--- config.mk ---
export PLATFORM = sky130hd
export DESIGN_NAME = poly_voice_alloc_flat
export DESIGN_NICKNAME = d
export VERILOG_FILES = /design/src/rtl/poly_voice_alloc_pkg.sv /design/src/rtl/poly_voice_alloc_if.sv /design/src/rtl/poly_voice_alloc_voice_pick.sv /design/src/rtl/poly_voice_alloc.sv /design/src/flat_wrapper.sv
export SDC_FILE = /design/constraint.sdc
export NUM_CORES = 1
export LEC_CHECK = 0
export ABC_AREA = 1
export CAP_MARGIN = 40
export CORE_UTILIZATION = 40
export DETAILED_ROUTE_END_ITERATION = 16
export PLACE_DENSITY = 0.7
export SYNTH_ARGS = -nofsm -noshare
export SYNTH_HDL_FRONTEND = slang
export SYNTH_HIERARCHICAL = 1
export SYNTH_SLANG_ARGS = --single-unit
--- constraint.sdc ---
create_clock -name clk -period 5.88 [get_ports clk]
set_input_delay 1.176 -clock clk [delete_from_list [all_inputs] [get_ports clk]]
set_output_delay 1.176 -clock clk [all_outputs]
set_load 0.005 [all_outputs]
--- src/rtl/poly_voice_alloc_pkg.sv ---
// synth_pkg: shared MIDI constants and field widths for the synth voice path
package synth_pkg;
    localparam logic [3:0] DRUM_CH      = 4'd9;
    localparam logic [3:0] MSG_NOTE_ON  = 4'b1001;
    localparam logic [3:0] MSG_NOTE_OFF = 4'b1000;
    localparam logic [3:0] MSG_CC       = 4'b1011;
    localparam logic [6:0] CC_ALL_OFF   = 7'd123;
    localparam int         NW           = 7;
endpackage

--- src/rtl/poly_voice_alloc_if.sv ---
// poly_voice_alloc_if: decoded MIDI strobes in, per-voice gate/note/vel/retrig out
interface poly_voice_alloc_if #(parameter int VOICES = 4);
    import synth_pkg::*;
    logic                   note_on;
    logic                   note_off;
    logic                   all_off;
    logic [3:0]             chan;
    logic [NW-1:0]          note;
    logic [NW-1:0]          vel;
    logic [VOICES-1:0]      gate;
    logic [NW*VOICES-1:0]   voice_note;
    logic [NW*VOICES-1:0]   voice_vel;
    logic [VOICES-1:0]      retrig;
    logic                   dropped;
    modport master (output note_on, note_off, all_off, chan, note, vel,
                    input gate, voice_note, voice_vel, retrig, dropped);
    modport slave  (input note_on, note_off, all_off, chan, note, vel,
                    output gate, voice_note, voice_vel, retrig, dropped);
endinterface

--- src/rtl/poly_voice_alloc_voice_pick.sv ---
// voice_pick: one-hot select of the oldest-ranked candidate voice
module voice_pick #(
    parameter int N = 4,
    parameter int W = 2
) (
    input  logic [N-1:0]        cand,
    input  logic [N-1:0][W-1:0] rank,
    output logic [N-1:0]        sel,
    output logic                found
);
    // ranks are a permutation, so exactly one candidate survives when any exists
    always_comb begin
        sel = cand;
        for (int i = 0; i < N; i++)
            for (int j = 0; j < N; j++)
                if (cand[j] && rank[j] > rank[i]) sel[i] = 1'b0;
    end
    assign found = |cand;
endmodule

--- src/rtl/poly_voice_alloc.sv ---
// poly_voice_alloc: LRU polyphonic voice allocator with optional oldest-voice stealing
module poly_voice_alloc
    import synth_pkg::*;
#(
    parameter int VOICES  = 4,
    parameter int MIDI_CH = 0,
    parameter int OMNI    = 1,
    parameter int STEAL   = 1
) (
    input logic               clk,
    input logic               rst,
    poly_voice_alloc_if.slave bus
);
    localparam int RW = (VOICES > 1) ? $clog2(VOICES) : 1;

    logic [VOICES-1:0]          gate_q, retrig_q, match, g_off, same, sel, free_sel, old_sel;
    logic [VOICES-1:0][NW-1:0]  note_q, vel_q;
    logic [VOICES-1:0][RW-1:0]  rank_q, rank_n;
    logic [RW-1:0]              old_rank;
    logic                       drop_q, acc, ao_v, on_v, off_v, free_found, all_found;

    assign acc   = (bus.chan != DRUM_CH) && (OMNI != 0 || bus.chan == 4'(MIDI_CH));
    assign ao_v  = acc & bus.all_off;
    assign on_v  = acc & bus.note_on & (bus.vel != '0);
    assign off_v = acc & (bus.note_off | (bus.note_on & (bus.vel == '0)));

    for (genvar g = 0; g < VOICES; g++) begin : g_match
        assign match[g] = note_q[g] == bus.note;
    end

    // all_off and note_off land before the note-on looks at the gates
    assign g_off = (ao_v ? '0 : gate_q) & ~(off_v ? match : '0);
    assign same  = g_off & match;

    voice_pick #(.N(VOICES), .W(RW)) u_free (
        .cand(~g_off), .rank(rank_q), .sel(free_sel), .found(free_found)
    );
    voice_pick #(.N(VOICES), .W(RW)) u_old (
        .cand({VOICES{1'b1}}), .rank(rank_q), .sel(old_sel), .found(all_found)
    );

    assign sel = !on_v ? '0 :
                 |same ? same :
                 free_found ? free_sel :
                 (STEAL != 0 && all_found) ? old_sel : '0;

    // assigned voice becomes newest; voices newer than it age by one
    always_comb begin
        old_rank = '0;
        for (int i = 0; i < VOICES; i++)
            if (sel[i]) old_rank = old_rank | rank_q[i];
        for (int i = 0; i < VOICES; i++)
            rank_n[i] = sel[i] ? '0 : (|sel && rank_q[i] < old_rank) ? rank_q[i] + 1'b1 : rank_q[i];
    end

    // voice state registers; note/vel are held after gate drops for release
    always_ff @(posedge clk or posedge rst) begin
        if (rst) begin
            gate_q   <= '0;
            note_q   <= '0;
            vel_q    <= '0;
            retrig_q <= '0;
            drop_q   <= 1'b0;
            for (int i = 0; i < VOICES; i++) rank_q[i] <= RW'(VOICES - 1 - i);
        end else begin
            gate_q   <= g_off | sel;
            retrig_q <= sel;
            drop_q   <= on_v & ~|sel;
            rank_q   <= rank_n;
            for (int i = 0; i < VOICES; i++)
                if (sel[i]) begin
                    note_q[i] <= bus.note;
                    vel_q[i]  <= bus.vel;
                end
        end
    end

    assign bus.gate       = gate_q;
    assign bus.voice_note = note_q;
    assign bus.voice_vel  = vel_q;
    assign bus.retrig     = retrig_q;
    assign bus.dropped    = drop_q;
endmodule

--- src/flat_wrapper.sv ---
// flat-port wrapper written by rule: the top's interface ports become plain ports
module poly_voice_alloc_flat import synth_pkg::*;
#(
    parameter int VOICES  = 4,
    parameter int MIDI_CH = 0,
    parameter int OMNI    = 1,
    parameter int STEAL   = 1
)
  (clk, rst, bus_note_on, bus_note_off, bus_all_off, bus_chan, bus_note, bus_vel, bus_gate, bus_voice_note, bus_voice_vel, bus_retrig, bus_dropped);
  poly_voice_alloc_if #(.VOICES(VOICES)) bus_i ();
  input logic clk;
  input logic rst;
  input wire logic [$bits(bus_i.note_on)-1:0] bus_note_on;
  input wire logic [$bits(bus_i.note_off)-1:0] bus_note_off;
  input wire logic [$bits(bus_i.all_off)-1:0] bus_all_off;
  input wire logic [$bits(bus_i.chan)-1:0] bus_chan;
  input wire logic [$bits(bus_i.note)-1:0] bus_note;
  input wire logic [$bits(bus_i.vel)-1:0] bus_vel;
  output wire logic [$bits(bus_i.gate)-1:0] bus_gate;
  output wire logic [$bits(bus_i.voice_note)-1:0] bus_voice_note;
  output wire logic [$bits(bus_i.voice_vel)-1:0] bus_voice_vel;
  output wire logic [$bits(bus_i.retrig)-1:0] bus_retrig;
  output wire logic [$bits(bus_i.dropped)-1:0] bus_dropped;
  assign bus_i.note_on = bus_note_on;
  assign bus_i.note_off = bus_note_off;
  assign bus_i.all_off = bus_all_off;
  assign bus_i.chan = bus_chan;
  assign bus_i.note = bus_note;
  assign bus_i.vel = bus_vel;
  assign bus_gate = bus_i.gate;
  assign bus_voice_note = bus_i.voice_note;
  assign bus_voice_vel = bus_i.voice_vel;
  assign bus_retrig = bus_i.retrig;
  assign bus_dropped = bus_i.dropped;
  poly_voice_alloc #(.VOICES(VOICES), .MIDI_CH(MIDI_CH), .OMNI(OMNI), .STEAL(STEAL)) u_core (.clk(clk), .rst(rst), .bus(bus_i));
endmodule
==> flow_metrics.py, run 1 <==
metrics = {
    "sta": {
        "rsz0062_at_grt": "false",
        "skew_ps": 18.0,
        "finalMaxSlewViolations": 0,
        "slew_headroom": 0.597,
        "setup_viol": 0,
        "final.setup.worst_slack_ps": 1480,
        "tns_ps": 0,
        "min_period_ps": 4400,
        "clock.fmax_mhz": 227,
        "finalHoldViolCount": 0,
        "holdWs_ps": 491,
        "fin_crit_sh": 0.748,
        "tightest_slew_ps": 604,
    },
    "logic_synthesis": {
        "synth_most_common_cell": "nand2_1",
        "synthDistinctLibCells": 24,
        "seq_area_frac_synth": 0.416,
        "ys_async_sr_fraction": 1.00,
        "yosys_warnings": 6,
        "synthesis.area_um2": 4400,
        "synth_area_leaders": "dfrtp_1, nand2_1, ha_1",
        "ys.flop_type": "dfrtp_1",
        "synth_top_area_cell": "dfrtp_1",
        "synth.top_cell.area_share": 0.392,
        "synth_top_cells_by_count": "nand2_1, inv_1, dfrtp_1, o21ai_0, nand3_1",
        "syn_area_per_cell_um2": 7.21,
        "synth_edf_count": 0,
        "ys_seq_elements": 73,
        "synthesis.instances": 610,
    },
    "setup_path": {
        "critPathRequiredTime_ps": 6110,
        "worstSetupPathType": "input pin to flop",
        "r2r_slack_ps": 2580,
        "crit_path_max_fanout": 5,
        "cp_slowest_cell": "a221oi_1",
        "critical_path_arrival_ps": 4620,
        "worstSetupStartpoint": "bus_chan[1]",
        "critPathCaptureType": "flop",
        "crit_top_cell": "nand2_1",
        "path_cells": "clkdlybuf4s50_1, nor2_1, nand2_1, and2_1, a21oi_2, inv_1, nand2_1, nand2_1, inv_1, nand4_1, nand2_1, nand2_1, nand2_1, nand2_1, nand2_2, inv_1, nand2_1, nand2_1, a221oi_1, ha_1, nand2_1, nand2_1, nand3_1, nand2_1",
        "rr_startpoint": "u_core/bus.voice_note[20]",
        "max_stage_delay_ps": 490,
        "start_kind": "input pin",
    },
    "finish": {
        "fill_cells": 963,
        "area_growth_pct": 30.4,
        "num_antenna_cells": 0,
        "nets": 766,
        "layout-drive-gt1-share": 0.0750,
    },
    "route": {
        "drc": 0,
        "ant_nets": 0,
        "wl_per_cell_um": 13.6,
        "drtPass1Iterations": 4,
        "vias": 4080,
        "drt-initial-drc-count": 166,
        "vias_per_cell": 4.77,
        "drt_wl_total_mm": 11.6,
    },
    "cts": {
        "clock_latency_ps": 350,
        "cts_setup_buffers": 0,
        "cts_made_buffers": 9,
        "clk_pin_slew_worst_paths_ps": 70,
        "clock_path_buffers": 2,
        "cts_tree": "yes",
        "cts_resized": 0,
        "clockRootBuffer": "clkbuf_8",
        "htreeDepth": 3,
        "cts.sinks": 73,
        "cts_hold_buf": 0,
    },
    "place": {
        "dp_hpwl_mm": 8.53,
        "place_congestion": 0.866,
        "detailedPlace.worstSlack_ps": 1170,
        "port_buffers": 87,
    },
    "grt": {
        "overflow": 0,
        "grt_pass1_wl_mm": 19.3,
        "antenna_found_initial": 0,
        "grt_max_degree": 35,
        "grt_pass1_vias": 4049,
        "track_usage": 0.217,
    },
    "floorplan": {
        "dieWidth_um": 107,
        "boundaryPins": 88,
        "row_count": 37,
        "core-area_um2": 10500,
        "start_util": 0.419,
        "dieArea_um2": 11400,
        "die_h_um": 107,
    },
    "power_and_ir_drop": {
        "ir_drop_v": 0.000168,
        "seqPwrFrac": 0.422,
        "p_int_w": 0.00109,
        "p_comb_frac": 0.275,
        "p_sw_w": 0.000457,
        "power_frac_clock": 0.302,
        "pwr_density_cell_nw_per_um2": 270,
        "switching_share": 0.295,
        "leakage_nw": 2.92,
    },
    "hold_path": {
        "hold_class": "flop to flop",
        "hold_start": "u_core/bus.voice_vel[15]",
    },
    "outcome": {
        "status": "finished clean",
    },
    "run": {
        "drv_cap": 0,
    },
}
-- placed cells by master, fill, tap and decap left out --
cell type / count
buf_12: 1
xor2_1: 4
buf_4: 5
clkdlybuf4s50_1: 87
a221oi_1: 1
o21ai_0: 60
dfstp_2: 4
bufinv_16: 3
a21oi_2: 1
nand3_1: 35
nand4_1: 10
nor2_1: 20
inv_1: 82
nor2_4: 1
nand2_1: 229
conb_1: 14
nor4_1: 1
xnor2_1: 8
clkbuf_8: 9
clkinvlp_4: 1
and2_1: 1
nand2_2: 7
ha_1: 28
dfrtp_1: 69
a21boi_0: 5
clkinv_4: 1
nor2_2: 12
clkbuf_1: 2
a21oi_1: 10
inv_2: 9
-- path summary, 6_finish.rpt --
| path | to | cells past startpoint |
|---|---|---|
| worst min register to register | u_core/bus.voice_vel[15] | 2 |
| worst max register to register | u_core/rank_q[5] | 25 |
| worst max-delay path | u_core/rank_q[5] | 24 |
| worst min-delay path | u_core/bus.voice_vel[15] | 2 |
| max in group asynchronous | u_core/rank_q[4] | 3 |
| min in group asynchronous | u_core/bus.voice_vel[1] | 2 |
-- critical path, delay by kind of cell --
| kind | cells | cell delay [ps] |
|---|---|---|
| compound gates | 2 | 700 |
| fa+ha+maj | 1 | 340 |
| buf+inv | 4 | 690 |
| simple gates | 17 | 1710 |
-- logic make-up (layout without fill, tap and decap cells) --
| kind of cell | Yosys count | count (layout) | share of synthesized area |
|---|---|---|---|
| AOI/OAI and AO/OA | 77 | 77 | 0.0921 |
| xor gates and xnor gates | 12 | 12 | 0.0239 |
| and+or+nand+nor | 316 | 316 | 0.299 |
| buffers and inverters | 103 | 200 | 0.0884 |
| DFF | 73 | 73 | 0.416 |
| other | 1 | 14 | 0.000852 |
| adders and majority gates | 28 | 28 | 0.0796 |
-- registers in the layout, indices dropped and copies added (netlist names) --
name,cells
u_core/bus.gate,4
u_core/bus.retrig,4
u_core/bus.voice_note,28
u_core/rank_q,8
u_core/bus.dropped,1
u_core/bus.voice_vel,28
-- through the flow --
| stage | power [W] | instance area [um^2] | util | instances |
|---|---|---|---|---|
| after floorplan | 0.000835 | 4450 | - | 623 |
| after global placement | 0.00108 | 5480 | 0.521 | 839 |
| after detailed placement | 0.00109 | 5500 | 0.523 | 840 |
| after CTS | 0.00156 | 5740 | 0.546 | 856 |
| after global routing | 0.00164 | 5740 | 0.546 | 856 |
| final | 0.00155 | 5740 | 0.546 | 856 |
-- metal layers --
layer  up-vias  share of wire  GRT usage
met5         -              0          0
li1       2107              -          -
met4         0         0.0092     0.0568
met3         9          0.067     0.0523
met2        98           0.48      0.364
met1      1866           0.45      0.279
-- power by group through the flow --
stage	Sequential (W)	Clock, W	Combinational (W)
after floorplan	0.000657	0	0.000178
after global placement	0.000661	0	0.000421
after detailed placement	0.000663	0	0.000428
after CTS	0.000656	0.000477	0.000430
after global routing	0.000665	0.000499	0.000476
final	0.000655	0.000469	0.000427
-- area by class of cell --
cell class / instances / area [um^2] / area share
sequential: 73 / 1830 / 0.319
tap: 136 / 170 / 0.0297
timing repair buffer: 93 / 928 / 0.162
multi-input combinational: 447 / 2230 / 0.388
clock inverter: 5 / 106 / 0.0185
inverter: 91 / 342 / 0.0595
clock buffer: 11 / 131 / 0.0229
Power figures use the tool's default switching activity.
==> inputs of run 2 (changes only) <==
==> constraint.sdc (replaced) <==
create_clock -name clk -period 4.21 [get_ports clk]
set_input_delay 0.842 -clock clk [delete_from_list [all_inputs] [get_ports clk]]
set_output_delay 0.842 -clock clk [all_outputs]
set_load 0.005 [all_outputs]
==> run 2 against run 1 <==
  * Worst setup slack worse by 1100 ps
  * Clock-buffer cell count stayed put
  * Flip-flop and latch count did not move
  * Sequential share of layout area hardly changed
  * Critical path depth unchanged
  * Utilization decreased by 0.071 points
  * Critical path type unchanged
  * Largest cell class unchanged
==> flow_metrics.py, run 2 (synthesized netlist as in run 1, its figures left out) <==
metrics = {
    "outcome": {
        "status": "finished clean",
    },
    "grt": {
        "grt_max_degree": 39,
        "grt_pass1_wl_mm": 19.9,
        "antenna_found_initial": 0,
        "grt_pass1_vias": 4129,
        "track_usage": 0.224,
        "overflow": 0,
    },
    "setup_path": {
        "worstSetupPathType": "input pin to flop",
        "crit_buf_inv": 6,
        "critPathRequiredTime_ps": 4450,
        "cp_slowest_cell": "clkdlybuf4s50_1",
        "crit_top_cell": "nand2_1",
        "path_cells": "clkdlybuf4s50_1, nor2_1, nand2_2, and2_1, a21oi_2, inv_1, nand2_1, nand2_1, inv_2, nand4_1, buf_4, nand2_1, nand2_1, nand2_1, nand2_1, nand2_2, inv_1, a221oi_1, buf_4, ha_1, nand2_1, nand2_1, nand3_1, nand2_1",
        "critPathTopFamily": "simple AND/OR/NAND/NOR gates",
        "max_stage_delay_ps": 410,
        "critPathCaptureType": "flop",
        "critical_path_arrival_ps": 4050,
        "start_kind": "input pin",
        "crit_path_max_fanout": 5,
    },
    "route": {
        "vias_per_cell": 4.84,
        "ant_nets": 0,
        "wl_per_cell_um": 13.8,
        "vias": 4147,
        "drt-initial-drc-count": 246,
        "drc": 0,
        "drt_wl_total_mm": 11.9,
        "drtPass1Iterations": 5,
    },
    "sta": {
        "skew_ps": 12.4,
        "setup_viol": 0,
        "clock.fmax_mhz": 262,
        "finalMaxSlewViolations": 0,
        "tns_ps": 0,
        "min_period_ps": 3810,
        "finalHoldViolCount": 0,
        "slew_headroom": 0.485,
        "fin_crit_sh": 0.905,
        "rsz0062_at_grt": "false",
        "tightest_slew_ps": 772,
    },
    "run": {
        "drv_cap": 0,
    },
    "finish": {
        "layout_common_cells": "nand2_1, clkdlybuf4s50_1, inv_1, dfrtp_1, o21ai_0",
        "area_growth_pct": 30.2,
        "layout_commonest_cell": "nand2_1",
        "fin_area_um2": 5730,
        "multi_input_area_um2": 2230,
        "num_antenna_cells": 0,
        "layout-drive-gt1-share": 0.0818,
        "nets": 767,
        "fill_cells": 985,
        "seqCellArea_um2": 1830,
    },
    "cts": {
        "clk_pin_slew_worst_paths_ps": 80,
        "clockRootBuffer": "clkbuf_8",
        "clock_latency_ps": 350,
        "cts.sinks": 73,
        "clock_path_buffers": 2,
        "cts_tree": "yes",
        "cts_hold_buf": 0,
        "htreeDepth": 3,
        "cts_made_buffers": 9,
    },
    "power_and_ir_drop": {
        "p_int_w": 0.00148,
        "leakage_nw": 2.92,
        "pwr_density_cell_nw_per_um2": 371,
        "power_frac_clock": 0.288,
        "p_comb_frac": 0.282,
        "p_sw_w": 0.000646,
        "seqPwrFrac": 0.429,
        "switching_share": 0.304,
        "ir_drop_v": 0.000209,
    },
    "place": {
        "place_congestion": 0.882,
        "dp_hpwl_mm": 8.61,
        "dpl_cell_area_um2": 5500,
        "port_buffers": 87,
    },
    "floorplan": {
        "dieArea_um2": 11400,
        "core-area_um2": 10500,
        "row_count": 37,
        "boundaryPins": 88,
        "dieWidth_um": 107,
        "die_h_um": 107,
        "start_util": 0.419,
    },
    "hold_path": {
        "hold_class": "flop to flop",
    },
}
run 2: cell types whose count changed in the layout (fill, tap and decap cells not counted), sizes merged:
cell	before	now
bufinv	3	2
buf	6	7
clkinvlp	1	0
clkinv	1	3
run 2: what timing repair did:
action,in CTS,in global routing
setup buffers,0,1
endpoints found under the setup margin,0,5
resized for setup,0,3
endpoints found under the hold margin,0,0
run 2: final timing paths:
check	endpoint	slack [ps]	depth (start not counted)	start
worst max-delay path	u_core/rank_q[5]	400	24	bus_chan[1]
worst min-delay path	u_core/bus.voice_vel[0]	490	2	u_core/bus.voice_vel[0]
worst max register to register	u_core/rank_q[5]	1190	26	u_core/bus.voice_note[27]
worst min register to register	u_core/bus.voice_vel[0]	490	2	u_core/bus.voice_vel[0]
max in group asynchronous	u_core/rank_q[3]	2510	3	rst
min in group asynchronous	u_core/bus.voice_note[4]	960	2	rst
run 2: worst register-to-register path, cell delays in order (launching register included):
cell and delay [ps]:
dfrtp_1 400, inv_1 50, nand2_1 50, nand2_1 60, nor2_1 160, nand2_1 90, nor2_2 100, nand2_1 60
nand2_1 180, inv_2 80, nand4_1 180, inv_2 70, nand3_1 70, nand2_1 50, nand2_1 60, nand2_1 80
nand2_2 80, inv_1 50, nand2_1 50, nand2_1 50, a221oi_1 210, buf_4 180, ha_1 230, nand2_1 110
nand2_1 80, nand3_1 70, nand2_1 50
run 2: layer usage:
metal	wire, um	GRT usage	vias to the layer above
li1	-	-	2110
met1	5140	0.279	1911
met2	5730	0.368	113
met3	852	0.0638	13
met4	145	0.0841	0
met5	0	0	-
run 2: cell type report:
cell class	count	area share
Clock buffer	11	0.0247
Timing Repair Buffer	94	0.163
Sequential cell	73	0.320
Inverter	91	0.0596
Clock inverter	5	0.0138
Multi-Input combinational cell	447	0.389
Tap cell	136	0.0297
run 2: power by group through the flow:
stage               clock [W]  sequential (W)  combinational, W
floorplan                   0        0.000917          0.000249
global placement            0        0.000923          0.000587
detailed placement          0        0.000924          0.000599
finish               0.000613        0.000914          0.000601
global route         0.000657        0.000930          0.000670
CTS                  0.000623        0.000915          0.000604
run 2: stage by stage:
step / power (W) / instances / worst slack (ps) / hold slack (ps) / util
2_1_floorplan: 0.00117 / 623 / 753 / 476 / -
3_3_place_gp: 0.00151 / 840 / 91.5 / 468 / 0.523
3_5_place_dp: 0.00152 / 840 / 6.34 / 477 / 0.523
4_1_cts: 0.00214 / 856 / 357 / 499 / 0.544
5_1_grt: 0.00226 / 857 / 13.9 / 513 / 0.545
6_report: 0.00213 / 857 / 399 / 493 / 0.545
==> inputs of run 3 (changes only) <==
==> constraint.sdc (replaced) <==
create_clock -name clk -period 3.73 [get_ports clk]
set_input_delay 0.746 -clock clk [delete_from_list [all_inputs] [get_ports clk]]
set_output_delay 0.746 -clock clk [all_outputs]
set_load 0.005 [all_outputs]
==> run 3 against run 2 <==
  * Cell count rose by 3.5%
  * Combinational power rose by 19%
  * Hold slack got worse by 4.8 ps
  * Global-route usage fell by 0.20 points
  * Sequential share of layout area fell by 1.4 points
  * Highest routed layer unchanged
  * Sequential power rose by 14%
  * Via count rose by 4.6%
  * Clock-buffer cell count did not move
  * Largest cell class unchanged
  * Largest power group unchanged
  * Worst setup slack got worse by 110 ps
  * Utilization rose by 2.4 points
==> flow_metrics.py, run 3 (synthesized netlist as in run 1, its figures left out) <==
metrics = {
    "outcome": {
        "status": "finished clean",
    },
    "route": {
        "ant_nets": 0,
        "drtPass1Iterations": 4,
        "met2_length_mm": 5.83,
        "vias": 4339,
        "drc": 0,
        "drt_wl_total_mm": 12.1,
        "met1_length_mm": 5.29,
        "vias_per_cell": 4.89,
        "dr_wl_met3_um": 761,
        "drt-initial-drc-count": 198,
        "top_layer": "met4",
        "wl_per_cell_um": 13.7,
    },
    "hold_path": {
        "hold_class": "flop to flop",
        "hold_start": "u_core/bus.voice_vel[12]",
    },
    "grt": {
        "grt_max_degree": 41,
        "antenna_found_initial": 0,
        "grt_pass1_vias": 4269,
        "track_usage": 0.222,
        "grt_pass1_wl_mm": 19.9,
        "overflow": 0,
    },
    "finish": {
        "layout_common_cells": "nand2_1, clkdlybuf4s50_1, inv_1, dfrtp_1, o21ai_0",
        "layout_commonest_cell": "nand2_1",
        "num_antenna_cells": 0,
        "fin_area_um2": 5990,
        "area_growth_pct": 36.1,
        "nets": 797,
        "layout-drive-gt1-share": 0.134,
    },
    "cts": {
        "cts_made_buffers": 9,
        "htreeDepth": 3,
        "clk_pin_slew_worst_paths_ps": 80,
        "cts_tree": "yes",
        "clock_latency_ps": 350,
        "clockRootBuffer": "clkbuf_8",
        "clock_path_buffers": 2,
        "cts.sinks": 73,
    },
    "floorplan": {
        "core-area_um2": 10500,
        "boundaryPins": 88,
        "row_count": 37,
        "dieWidth_um": 107,
        "die_h_um": 107,
        "dieArea_um2": 11400,
        "start_util": 0.419,
    },
    "setup_path": {
        "worstSetupStartpoint": "bus_chan[3]",
        "reg2reg_depth": 25,
        "cp-endpoint": "u_core/rank_q[5]",
        "rr_startpoint": "u_core/bus.voice_note[8]",
        "critPathRequiredTime_ps": 3970,
        "worstSetupPathType": "input pin to flop",
        "crit_path_max_fanout": 5,
        "r2r-end": "u_core/rank_q[5]",
        "critical_path_arrival_ps": 3680,
        "start_kind": "input pin",
        "r2r_slack_ps": 830,
        "critPathCaptureType": "flop",
    },
    "sta": {
        "clock.fmax_mhz": 291,
        "skew_ps": 9.22,
        "setup_viol": 0,
        "slew_headroom": 0.503,
        "finalMaxSlewViolations": 0,
        "finalHoldViolCount": 0,
        "min_period_ps": 3440,
        "fin_crit_sh": 0.923,
        "tightest_slew_ps": 744,
        "tns_ps": 0,
    },
    "power_and_ir_drop": {
        "leakage_nw": 3.11,
        "ir_drop_v": 0.000272,
        "pwr_density_cell_nw_per_um2": 396,
    },
    "place": {
        "place_congestion": 0.897,
        "dpl_cell_area_um2": 5740,
        "port_buffers": 87,
        "dp_hpwl_mm": 8.88,
    },
    "run": {
        "drv_cap": 0,
    },
}
run 3: stage by stage:
stage                     total power [W]  setup WS [ps]  utilization  cells  hold slack [ps]
after floorplan                   0.00132            369            -    623              476
after global placement            0.00174           -107        0.546    872              467
after detailed placement          0.00175           -253        0.546    872              476
after CTS                         0.00239            107        0.565    888              495
after global routing              0.00251          -25.5        0.570    887              513
final                             0.00237            289        0.570    887              488
run 3: worst min-delay path by stage:
| stage | to | slack (ps) | cells after the start |
|---|---|---|---|
| 4_1_cts | u_core/bus.voice_vel[5] | 500 | 2 |
| 3_5_place_dp | u_core/bus.voice_vel[5] | 480 | 2 |
| 3_3_place_gp | u_core/bus.voice_vel[26] | 470 | 2 |
| 6_report | u_core/bus.voice_vel[12] | 490 | 2 |
| 5_1_grt | u_core/bus.voice_vel[5] | 510 | 2 |
| 2_1_floorplan | u_core/bus.voice_vel[0] | 480 | 2 |
run 3: worst max-delay path: stages:
cell and delay (ps):
clkdlybuf4s50_1 450, nand2_1 50, inv_1 70, nand2_1 80
buf_4 160, a21boi_0 250, nand2_1 130, inv_2 100
nand4_1 200, nand2_1 130, nand2_1 60, nand2_1 70
nand2_2 60, nand2_2 80, inv_2 40, nand2_1 60
nand2_1 80, a221oi_4 280, ha_1 300, nand2_2 100
nand2_2 60, nand3_1 70, nand2_1 60
run 3: what timing repair did:
item / CTS / global route
gates resized for setup: 0 / 25
hold buffers: 0 / 0
setup endpoints to repair: 0 / 8
endpoints found under the hold margin: 0 / 0
buffers inserted: 0 / 0
run 3: per-layer routing:
layer	vias up	GRT usage
met4	0	0.0753
met5	-	0
met2	127	0.381
met1	2020	0.270
li1	2168	-
met3	24	0.0571
run 3: final cells by class:
type / instances / area, um^2
Clock buffer: 11 / 141
Clock inverter: 5 / 55.1
Fill cell: 927 / 4520
Inverter: 91 / 342
Multi-Input combinational cell: 447 / 2270
Sequential cell: 73 / 1830
Tap cell: 136 / 170
Timing Repair Buffer: 124 / 1180
run 3: power by group:
part | switching [W] | internal [W] | total [W] | leakage, nW
registers | 0.000114 | 0.000922 | 0.00104 | 0.895
logic | 0.000327 | 0.000386 | 0.000713 | 2.12
clock network | 0.000299 | 0.000325 | 0.000624 | 0.0953
total | 0.000740 | 0.00163 | 0.00237 | 3.11
